[src/rtl/bram_stream_reader.sv]
// ---------------------------------------------------------------------------
// bram_stream_reader
//
// Read-side engine for a single-port synchronous block RAM. A start command
// requests `len` sequential words beginning at `start_addr`; the block issues
// the reads, absorbs the RAM's one-cycle read latency through a small
// two-entry FIFO, and presents the words on a valid/ready stream with a
// last-word marker. It never writes the RAM.
//
// Ports:
//   clk         system clock, rising edge
//   rst_n       asynchronous active-low reset
//   start       one-cycle command pulse, only looked at while idle
//   start_addr  first address of the command
//   len         word count, 0 .. 2^ADDR_W
//   busy        high while a command is streaming
//   done        one-cycle pulse when a command completes
//   ram_we      RAM write enable, always 0
//   ram_en      RAM read strobe
//   ram_addr    RAM read address, meaningful while ram_en=1
//   ram_dout    RAM read data, valid the cycle after ram_en=1
//   m_valid     output word valid
//   m_ready     consumer ready
//   m_data      output word (FIFO head)
//   m_last      marks the final word of the command
// ---------------------------------------------------------------------------
module bram_stream_reader #(
    parameter int ADDR_W = 4,
    parameter int DATA_W = 8
) (
    input  logic              clk,
    input  logic              rst_n,
    input  logic              start,
    input  logic [ADDR_W-1:0] start_addr,
    input  logic [ADDR_W:0]   len,
    output logic              busy,
    output logic              done,
    output logic              ram_we,
    output logic              ram_en,
    output logic [ADDR_W-1:0] ram_addr,
    input  logic [DATA_W-1:0] ram_dout,
    output logic              m_valid,
    input  logic              m_ready,
    output logic [DATA_W-1:0] m_data,
    output logic              m_last
);

    localparam logic [1:0] S_IDLE   = 2'd0;
    localparam logic [1:0] S_RUN    = 2'd1;
    localparam logic [1:0] S_FINISH = 2'd2;

    localparam logic [ADDR_W:0]   CNT_ONE  = {{ADDR_W{1'b0}}, 1'b1};
    localparam logic [ADDR_W-1:0] ADDR_ONE = {{(ADDR_W-1){1'b0}}, 1'b1};

    logic [1:0]        state_q, state_d;
    logic [ADDR_W-1:0] rd_addr_q, rd_addr_d;
    logic [ADDR_W:0]   issue_cnt_q, issue_cnt_d;
    logic [ADDR_W:0]   out_cnt_q, out_cnt_d;
    logic              inflight_q;

    logic [DATA_W-1:0] fifo_mem0_q, fifo_mem1_q;
    logic              wr_ptr_q, wr_ptr_d;
    logic              rd_ptr_q, rd_ptr_d;
    logic [1:0]        count_q, count_d;

    logic              pop;
    logic              push;
    logic              issue;
    logic [2:0]        credit;
    logic [2:0]        credit_after_pop;

    // The word read last cycle lands in the FIFO this cycle.
    assign push    = inflight_q;
    assign m_valid = (count_q != 2'd0);
    assign pop     = m_valid & m_ready;
    assign m_data  = rd_ptr_q ? fifo_mem1_q : fifo_mem0_q;
    assign m_last  = m_valid && (out_cnt_q == CNT_ONE);

    // A new read is only issued if, after this cycle's pop, the FIFO plus
    // the read still in flight leave room for it. This keeps the FIFO at
    // two entries yet still sustains one word per cycle with m_ready high.
    assign credit           = {1'b0, count_q} + {2'b00, inflight_q};
    assign credit_after_pop = credit - {2'b00, pop};
    assign issue            = (state_q == S_RUN) && (issue_cnt_q != '0)
                              && (credit_after_pop < 3'd2);

    assign ram_we   = 1'b0;
    assign ram_en   = issue;
    assign ram_addr = rd_addr_q;

    assign busy = (state_q == S_RUN);
    assign done = (state_q == S_FINISH);

    // Command FSM plus the address/issue/output counters.
    always_comb begin
        state_d     = state_q;
        rd_addr_d   = rd_addr_q;
        issue_cnt_d = issue_cnt_q;
        out_cnt_d   = out_cnt_q;
        case (state_q)
            S_IDLE: begin
                if (start) begin
                    if (len != '0) begin
                        state_d     = S_RUN;
                        rd_addr_d   = start_addr;
                        issue_cnt_d = len;
                        out_cnt_d   = len;
                    end else begin
                        state_d = S_FINISH;
                    end
                end
            end
            S_RUN: begin
                if (issue) begin
                    rd_addr_d   = rd_addr_q + ADDR_ONE;
                    issue_cnt_d = issue_cnt_q - CNT_ONE;
                end
                if (pop) begin
                    out_cnt_d = out_cnt_q - CNT_ONE;
                    if (out_cnt_q == CNT_ONE) begin
                        state_d = S_FINISH;
                    end
                end
            end
            S_FINISH: begin
                state_d = S_IDLE;
            end
            default: begin
                state_d = S_IDLE;
            end
        endcase
    end

    // FIFO pointer and occupancy bookkeeping.
    always_comb begin
        wr_ptr_d = wr_ptr_q ^ push;
        rd_ptr_d = rd_ptr_q ^ pop;
        count_d  = count_q + {1'b0, push} - {1'b0, pop};
    end

    always_ff @(posedge clk or negedge rst_n) begin
        if (!rst_n) begin
            state_q     <= S_IDLE;
            rd_addr_q   <= '0;
            issue_cnt_q <= '0;
            out_cnt_q   <= '0;
            inflight_q  <= 1'b0;
            wr_ptr_q    <= 1'b0;
            rd_ptr_q    <= 1'b0;
            count_q     <= 2'd0;
        end else begin
            state_q     <= state_d;
            rd_addr_q   <= rd_addr_d;
            issue_cnt_q <= issue_cnt_d;
            out_cnt_q   <= out_cnt_d;
            inflight_q  <= issue;
            wr_ptr_q    <= wr_ptr_d;
            rd_ptr_q    <= rd_ptr_d;
            count_q     <= count_d;
        end
    end

    // Storage is cleared on reset so m_data reads 0 and no stale word survives.
    always_ff @(posedge clk or negedge rst_n) begin
        if (!rst_n) begin
            fifo_mem0_q <= '0;
            fifo_mem1_q <= '0;
        end else if (push) begin
            if (wr_ptr_q) begin
                fifo_mem1_q <= ram_dout;
            end else begin
                fifo_mem0_q <= ram_dout;
            end
        end
    end

endmodule

[config.mk]
export PLATFORM = sky130hd
export DESIGN_NAME = bram_stream_reader
export DESIGN_NICKNAME = d
export VERILOG_FILES = /design/src/rtl/bram_stream_reader.sv
export SDC_FILE = /design/constraint.sdc
export NUM_CORES = 1
export LEC_CHECK = 0
export ABC_AREA = 1
export CORE_ASPECT_RATIO = 1.2
export CORE_MARGIN = 2
export CORE_UTILIZATION = 40
export CTS_CLUSTER_DIAMETER = 30
export DETAILED_ROUTE_END_ITERATION = 8
export MAX_ROUTING_LAYER = met4
export SETUP_SLACK_MARGIN = 0.5
export SYNTH_ARGS = -nofsm -noshare
export SYNTH_HDL_FRONTEND = slang
export SYNTH_SLANG_ARGS = --single-unit
[constraint.sdc]
create_clock -name clk -period 2.7 [get_ports clk]
set_input_delay 0.54 -clock clk [delete_from_list [all_inputs] [get_ports clk]]
set_output_delay 0.54 -clock clk [all_outputs]
set_load 0.005 [all_outputs]
After elaboration in Yosys (flattened, before gate mapping)
Index checks and enable logic that the tools add are counted.

Add/subtract/negate cells: 7. Order comparisons: 1. Equal/unequal tests: 8. Mux-type cells: 16. Bitwise logic cells: 4. Reduce and logical (&&, ||, !) cells: 13.

Operators by type and width (count): 5-bit 2-to-1 mux (4); 5-bit one-hot mux with 2 select lines (2); 4-bit 2-to-1 mux (3); 5-bit nonzero test (2); 5-bit by 1-bit subtractor with 5-bit output (second input constant) (2); 2-bit 2-to-1 mux (4); 8-bit 2-to-1 mux (1); 4-bit one-hot mux with 2 select lines (1); 4-bit AND reduction (2); 2-bit by 1-bit != test with 1-bit output (second input constant) (3); 5-bit by 1-bit equality test with 1-bit output (second input constant) (1); 4-bit by 1-bit adder with 4-bit output (second input constant) (1); 2-bit != test (second input constant) (2); 2-bit one-hot mux with 2 select lines (1); 2-bit AND reduction (2); 2-bit nonzero test (2); 2-bit by 1-bit adder with 3-bit output (1); 1-bit logical AND (3); 3-bit by 2-bit < comparator with 1-bit output (second input constant) (1); 3-bit AND reduction (1); 3-bit by 1-bit subtractor with 3-bit output (1); 2-bit by 1-bit adder with 2-bit output (1); 2-bit by 1-bit equality test with 1-bit output (second input constant) (1); 2-bit equality test (second input constant) (1); other kinds (5) (6).

Register bits after elaboration: 37. Input bits: 21. Output and inout bits: 18.

Logic depth before layout (Yosys ltp)
Depth after elaboration: 7. Mapped depth: 16. Mapped depth without buffers: 16.

Worst setup path before layout
No wires, ideal clock.

Path kind: flip-flop to output port. Start: reg count_q[1]. End: out ram_en. Data arrival time: 1.944 ns. Data required time: 2.160 ns. Setup slack: 0.216 ns. Cell stages (with the launch flop): 12. Buffers on the path: 0. Path through: dfrtp_1 inv_1 nand2_1 nand2_1 inv_1 ha_1 inv_1 ha_1 fa_1 nor2_2 nand3_2 inv_1.

Longest elaborated chain between the ends: 5.

RTL lines: start: declaration (RTL line 64) `logic [1:0] count_q, count_d;`; start signal: assignment (RTL line 159) `count_q <= count_d;`; 2-bit nonzero test (RTL line 74) `assign m_valid = (count_q != 2'd0);`; net m_valid (RTL line 42) `output logic m_valid,`; 1-bit AND (RTL line 75) `assign pop = m_valid & m_ready;`; 3-bit by 1-bit subtractor with 3-bit output (RTL line 83) `assign credit_after_pop = credit - {2'b00, pop};`; 3-bit by 2-bit < comparator with 1-bit output (RTL line 85) `&& (credit_after_pop < 3'd2);`; 1-bit logical AND (RTL line 85); end: declaration (RTL line 39) `output logic ram_en,`.

The timed path passes the listed nets, and every way through them passes these cells.

Worst setup path in the final report
Start: in m_ready. End: out ram_en.

Longest elaborated chain between the ends: 4.

RTL lines: start: declaration (RTL line 43) `input logic m_ready,`; 1-bit AND (RTL line 75); 3-bit by 1-bit subtractor with 3-bit output (RTL line 83); 3-bit by 2-bit < comparator with 1-bit output (RTL line 85); 1-bit logical AND (RTL line 85).

Every way passes these cells.

==> results by group <==
Pwr
  – Overall power consumption: between 3000 and 4000 µW
  – Relative contribution of combinational cells to total power: 0.589
  – Switching fraction of total power: 0.419
  – Max IR drop VDD: 0.524 mV
  – Sw power: ~1500 µW
  – Leakage Power: 0.00138 µW
  – Clock power frac: 0.109
  – Power density of the placed cells: 1250 nW/µm²
  – Internal Dissipation: about 2000 µW
  – Sequential power share: 0.302

Synth
  – Flops & latches, synth: 37
  – FFs w/ async S/R, synth: 1.00
  – Instance count of the mapped netlist: 257
  – Fraction of synthesized cell area taken by the top area cell type: 0.451
  – Avg Cell Area, Syn: 7.98 µm²
  – Simple-gate area share of the yosys netlist: 0.268
  – Main combinational cell family by area after synthesis: simple AND/OR/NAND/NOR gates
  – Top area cells in the synthesized netlist: sky130_fd_sc_hd__dfrtp_1, sky130_fd_sc_hd__nand2_1, sky130_fd_sc_hd__o21ai_0
  – Count of different cell masters after synthesis: 27
  – Most common cell in the netlist: sky130_fd_sc_hd__nand2_1
  – Post-Synthesis Cell Area: 2050 µm²
  – Total number of yosys warnings: 0
  – Fraction of the mapped netlist area in adder cells: 0.0646
  – Most common flop cell mapped by yosys: sky130_fd_sc_hd__dfrtp_1
  – Top cells by instance count after synthesis: sky130_fd_sc_hd__nand2_1, sky130_fd_sc_hd__dfrtp_1, sky130_fd_sc_hd__inv_1
  – Number of flops mapped to enable cells by yosys: 0
  – Syn nets: 288
  – Cell type with the highest aggregate area in the netlist: sky130_fd_sc_hd__dfrtp_1
  – Post-synthesis sequential area ratio: 0.451
  – Xor-xnor portion of the synthesized cell area: 0.0128
  – Area fraction in compound gates after synthesis: 0.0750
  – Mux share of post-synthesis cell area: 0.0439

Setup path
  – Critical path class: in -> out
  – Critical-path cell with the highest stage delay: sky130_fd_sc_hd__fa_2
  – Sort of element at the start of the critical path: primary input
  – Largest driver fanout on the critical path: 2
  – Top delay family on crit path: adder cells
  – Required time of the worst setup path: 2.16 ns
  – Worst Path Arrival: 2.15 ns
  – Worst path max stage delay: 0.55 ns
  – Bufs and invs on worst path: 5
  – Chain of cells forming the critical path: dlygate4sd2_1, nand2_4, inv_2, ha_4, inv_2, ha_4, fa_2, nor2_2, nand3_2, inv_2, buf_6
  – Most frequent cell on the critical path: sky130_fd_sc_hd__inv_2
  – Crit path capture type: output port

Timing
  – Hold violation count in the final report: 0
  – Share of the clock period used by the worst path: 0.995
  – Summed negative setup slack over all endpoints: 0 ns
  – Final setup margin: between 0.01 and 0.015 ns
  – Setup Skew: 0.00408 ns
  – Max frequency: 372 MHz
  – Max transition margin: 0.447
  – Post-layout minimum cycle time: 2.69 ns
  – Setup repair after global routing missed its margin: yes
  – Final slew viol count: 0
  – Count of endpoints failing setup in the final report: 0
  – Worst slew pin tran: 0.829 ns

Drt
  – DRT Pass-1 Iters: 4
  – Detail-routed via count per cell: 4.75
  – Count of nets left with antenna violations after detail routing: 0
  – Count of routing violations after the opening detailed-route iteration: 80
  – Number of remaining DRC errors: 0
  – Post-detailed-routing wire length: 4370 µm
  – Average detailed-routed wire length per instance: between 10 and 15 µm
  – Total vias in the final route: 1,758

Clock tree
  – CTS Hold Buffers Added: 0
  – Clock latency of the later-clocked register in the worst-skew pair: 0.29 ns
  – Clock tree from TritonCTS: done
  – CTS HTree Levels: 2
  – Clock-pin slew on the worst setup and hold paths: 0.07 ns
  – Root cell of the clock tree: sky130_fd_sc_hd__clkbuf_8
  – Clock tree buffer depth: 2
  – Clk sinks: 37
  – TritonCTS Buffers: 5

Global route
  – M1 GR Usage: 0.213
  – Met3 Use GR: 0.0388
  – Sum of overflow across all layers after global routing: 0
  – Number of global-route vias before repair: 1,740
  – Pin count of the biggest net entering global routing: 38
  – Global routing usage summed across all routing layers: 0.177
  – First-pass GRT wire length: 7780 µm
  – Number of antenna violations at the first check in global routing: 0
  – Global route hottest layer: met2
  – Met2 Track Usage GR: 0.299

Final layout
  – Area taken by flip-flops and latches: 927 µm²
  – Fraction of layout cells with a size suffix above 1: 0.226
  – Multi-input logic area: 1080 µm²
  – Number of fill cells: 463
  – Post-layout net count: 340
  – Number of inserted diodes: 0
  – Area added between synthesis and finish: 36.3%

Floorplanning
  – Count of standard-cell rows: 28
  – Horizontal die dimension: 69.4 µm
  – Area inside the core boundary: 4940 µm²
  – Die extent in y: just over 80 µm
  – Die area: 5720 µm²
  – Top-Level Pins: 39
  – Initial cell density of the core: 0.415

Placed design
  – Placer Congestion: 0.809
  – Half-perimeter wire length after placement: 3060 µm
  – Post-Place Worst Slack: -0.667 ns
  – Port bufs: 37

Job
  – Max-cap violations: 0

Min path
  – Class of the worst hold path: in -> async

Status
  – Result of the run: finished clean
[metrics by stage]
step | std cells | cell area, µm² | hold slack [ns] | utilization
floorplan | 257 | 2060 | 0.244 | -
global placement | 355 | 2530 | 0.483 | 0.512
detailed placement | 355 | 2530 | 0.485 | 0.512
CTS | 368 | 2720 | 0.387 | 0.551
global route | 370 | 2800 | 0.417 | 0.566
finish | 370 | 2800 | 0.348 | 0.566
[layout make-up]
cell class,instances,area share
Clock buffer,6,0.0260
Clock inverter,2,0.00358
Timing Repair Buffer,53,0.179
Inverter,32,0.0474
Sequential cell,37,0.332
Multi-Input combinational cell,180,0.386
Tap cell,60,0.0268
[kinds of logic (layout without fill, tap and decap cells)]
logic type,count (synthesis),after routing
AND/OR/NAND/NOR,129,129
multiplexers,8,8
other,1,1
adder cells (fa/ha/maj),10,10
AO/OA/AOI/OAI,29,29
flip-flops,37,37
buffers and inverters,40,93
XOR/XNOR,3,3
[what timing repair did]
item                                    4_1_cts  5_1_grt
pin swaps                                     5        5
resized for setup                            23       17
setup buffers                                 5        2
endpoints found under the setup margin       14       11
[power groups by stage]
stage                     clock network [µW]  registers [µW]  logic, µW
after floorplan                            0             976       1140
after global placement                     0            1040       1710
after detailed placement                   0            1050       1750
after CTS                                393            1040       1960
after global routing                     420            1100       2340
final                                    382            1050       2050
[metal layers]
layer,vias up,part of all wire
met4,0,0.014
met3,8,0.039
met5,-,0
met2,40,0.48
met1,801,0.47
li1,909,-
[worst paths after layout]
kind / start / to / slack, ns / cells past startpoint
max: m_ready / ram_en / 0.01 / 11
min: rst_n / fifo_mem1_q[2] / 0.35 / 1
max reg2reg: count_q[1] / issue_cnt_q[3] / 0.36 / 16
min reg2reg: fifo_mem1_q[4] / fifo_mem1_q[4] / 0.51 / 1
max in group asynchronous: rst_n / rd_ptr_q / 1.79 / 1
min in group clk: fifo_mem1_q[4] / fifo_mem1_q[4] / 0.51 / 1
[layout by cell type, fill, tap and decap left out, drive strengths merged, types with 8 or more instances in the layout]
cell           count
nand2             94
inv               31
clkdlybuf4s50     33
ha                 9
mux2               8
dfrtp             37
o21ai             25
nand3             18
nor2              15
buf               18
[flip-flops by register name (all words and copies together), names as in the netlist]
signal / flops
inflight_q: 1
issue_cnt_q: 5
out_cnt_q: 5
state_q: 2
fifo_mem1_q: 8
rd_ptr_q: 1
count_q: 2
wr_ptr_q: 1
ram_addr: 4
fifo_mem0_q: 8
No activity file was read; power rests on OpenSTA's default activity.
==> RTL edit (same flow settings) <==
The parameter `DATA_W` goes from 8 to 10.
--- a/src/rtl/bram_stream_reader.sv
+++ b/src/rtl/bram_stream_reader.sv
@@ -28,3 +28,3 @@
     parameter int ADDR_W = 4,
-    parameter int DATA_W = 8
+    parameter int DATA_W = 10
 ) (
Ports: changed (resized m_data and ram_dout); port bits go from 39 to 43. No check against the original RTL was run, so the function may have changed too.
==> RTL edit against the unedited design <==
- the flow now finishes with violations (setup timing)
- cell area rose by 17%
- setup slack got worse by 0.16 ns
- clock power rose by 3%
- first-iteration DRC count rose by 60%
- power rose by 15%
- sequential cell count rose by 4
- highest routed layer unchanged
- worst hold slack improved by 0.043 ns
- critical path depth rose by 1
- combinational power rose by 20%
- largest power group unchanged
- wire length rose by 20%
- area after synthesis rose by 8.4%
==> RTL edit: results <==
export IMPL_outcome="finished with violations"
export IMPL_failed_checks="setup timing"
export IMPL_synthXorXnorAreaFrac_pct=1.181
export IMPL_dpl_cell_area_mm2=0.002731
export IMPL_dp_cells=374
export IMPL_drt_iter0_drc=128
export IMPL_drt_total_wl_um=5256
export IMPL_gp_congestion=0.8286
export IMPL_final_setup_worst_slack_ns=-0.1455
export IMPL_worstReg2RegEnd="out_cnt_q[1]$_DFFE_PN0P_"
export IMPL_crit_arrival_ns=2.31
export IMPL_cp_slowest_stage_delay_ns=0.50
export IMPL_setup_viol=7
export IMPL_grt_pass1_wl_um=8142
export IMPL_layout_drive_gt1_share_pct=27.14
export IMPL_grt_met3_usage_pct=3.878
export IMPL_post_cts_setup_buffers=18
export IMPL_synth_mux_area_share_pct=5.062
export IMPL_cellLeakagePower_nw=1.701
export IMPL_num_nets_final=382
export IMPL_hold_ws_ns=0.3909
export IMPL_largestRegisters="fifo_mem0_q (10), fifo_mem1_q (10)"
export IMPL_rr_worst_depth=23
export IMPL_grt_pass1_vias=1781
export IMPL_io_buffers=41
export IMPL_synth_top_cells_by_count="91 x nand2_1, 41 x dfrtp_1, 32 x inv_1, 28 x o21ai_0, 17 x nand3_1"
export IMPL_hpwl_um=3219
export IMPL_seq_area_frac_synth_pct=46.12
export IMPL_slew_headroom_pct=37.28
export IMPL_cts_resized_gates=32
export IMPL_vias_per_cell=4.825
export IMPL_grtUsageMet2_pct=27.36
export IMPL_synthAdderAreaFrac_pct=5.962
[RTL edit: kinds of logic (layout without fill, tap and decap cells)]
logic type	after synthesis	in the layout
compound gates	33	33
simple gates	131	132
xor+xnor	3	3
buf+inv	43	120
mux	10	10
other cells	1	1
fa+ha+maj	10	10
flops	41	41
[RTL edit: where the power goes]
part	switching, mW	leakage, nW	internal, mW
combinational	1.20	1.16	1.26
sequential	0.225	0.499	0.925
clock	0.215	0.0450	0.179
[RTL edit: worst max-delay path by stage]
stage / startpoint / cells past startpoint / to
after floorplan: count_q[1]$_DFF_PN0_ / 11 / ram_en
after global placement: m_ready / 11 / ram_en
after detailed placement: m_ready / 11 / ram_en
after CTS: count_q[1]$_DFF_PN0_ / 12 / ram_en
after global routing: count_q[1]$_DFF_PN0_ / 12 / ram_en
final: count_q[1]$_DFF_PN0_ / 12 / ram_en
[RTL edit: routing by layer]
metal	vias up	share of wire (%)
met5	-	0
li1	1002	-
met4	0	1.6
met3	9	3.8
met2	44	51
met1	933	44
[RTL edit: worst register-to-register path, stage by stage (launching register included)]
cell	delay, ns
dfrtp_1	0.41
inv_2	0.06
nand2_2	0.08
nand2_2	0.08
buf_4	0.13
buf_6	0.10
buf_6	0.10
buf_6	0.10
buf_6	0.10
buf_6	0.10
buf_4	0.12
buf_6	0.10
buf_6	0.10
buf_6	0.10
buf_6	0.10
buf_6	0.10
buf_6	0.10
buf_6	0.10
buf_6	0.10
buf_6	0.12
nand2_8	0.07
a21boi_4	0.21
nand2_1	0.07
nand2_1	0.06
[RTL edit: final cells by class]
type	instances	area (um^2)
repair buffers	78	772.0
well taps	62	77.57
fillers	481	2054
clock buffers	6	72.57
clock inverters	2	10.01
flip-flops and latches	41	1030
multi-input cells	189	1177
inverters	34	140.1
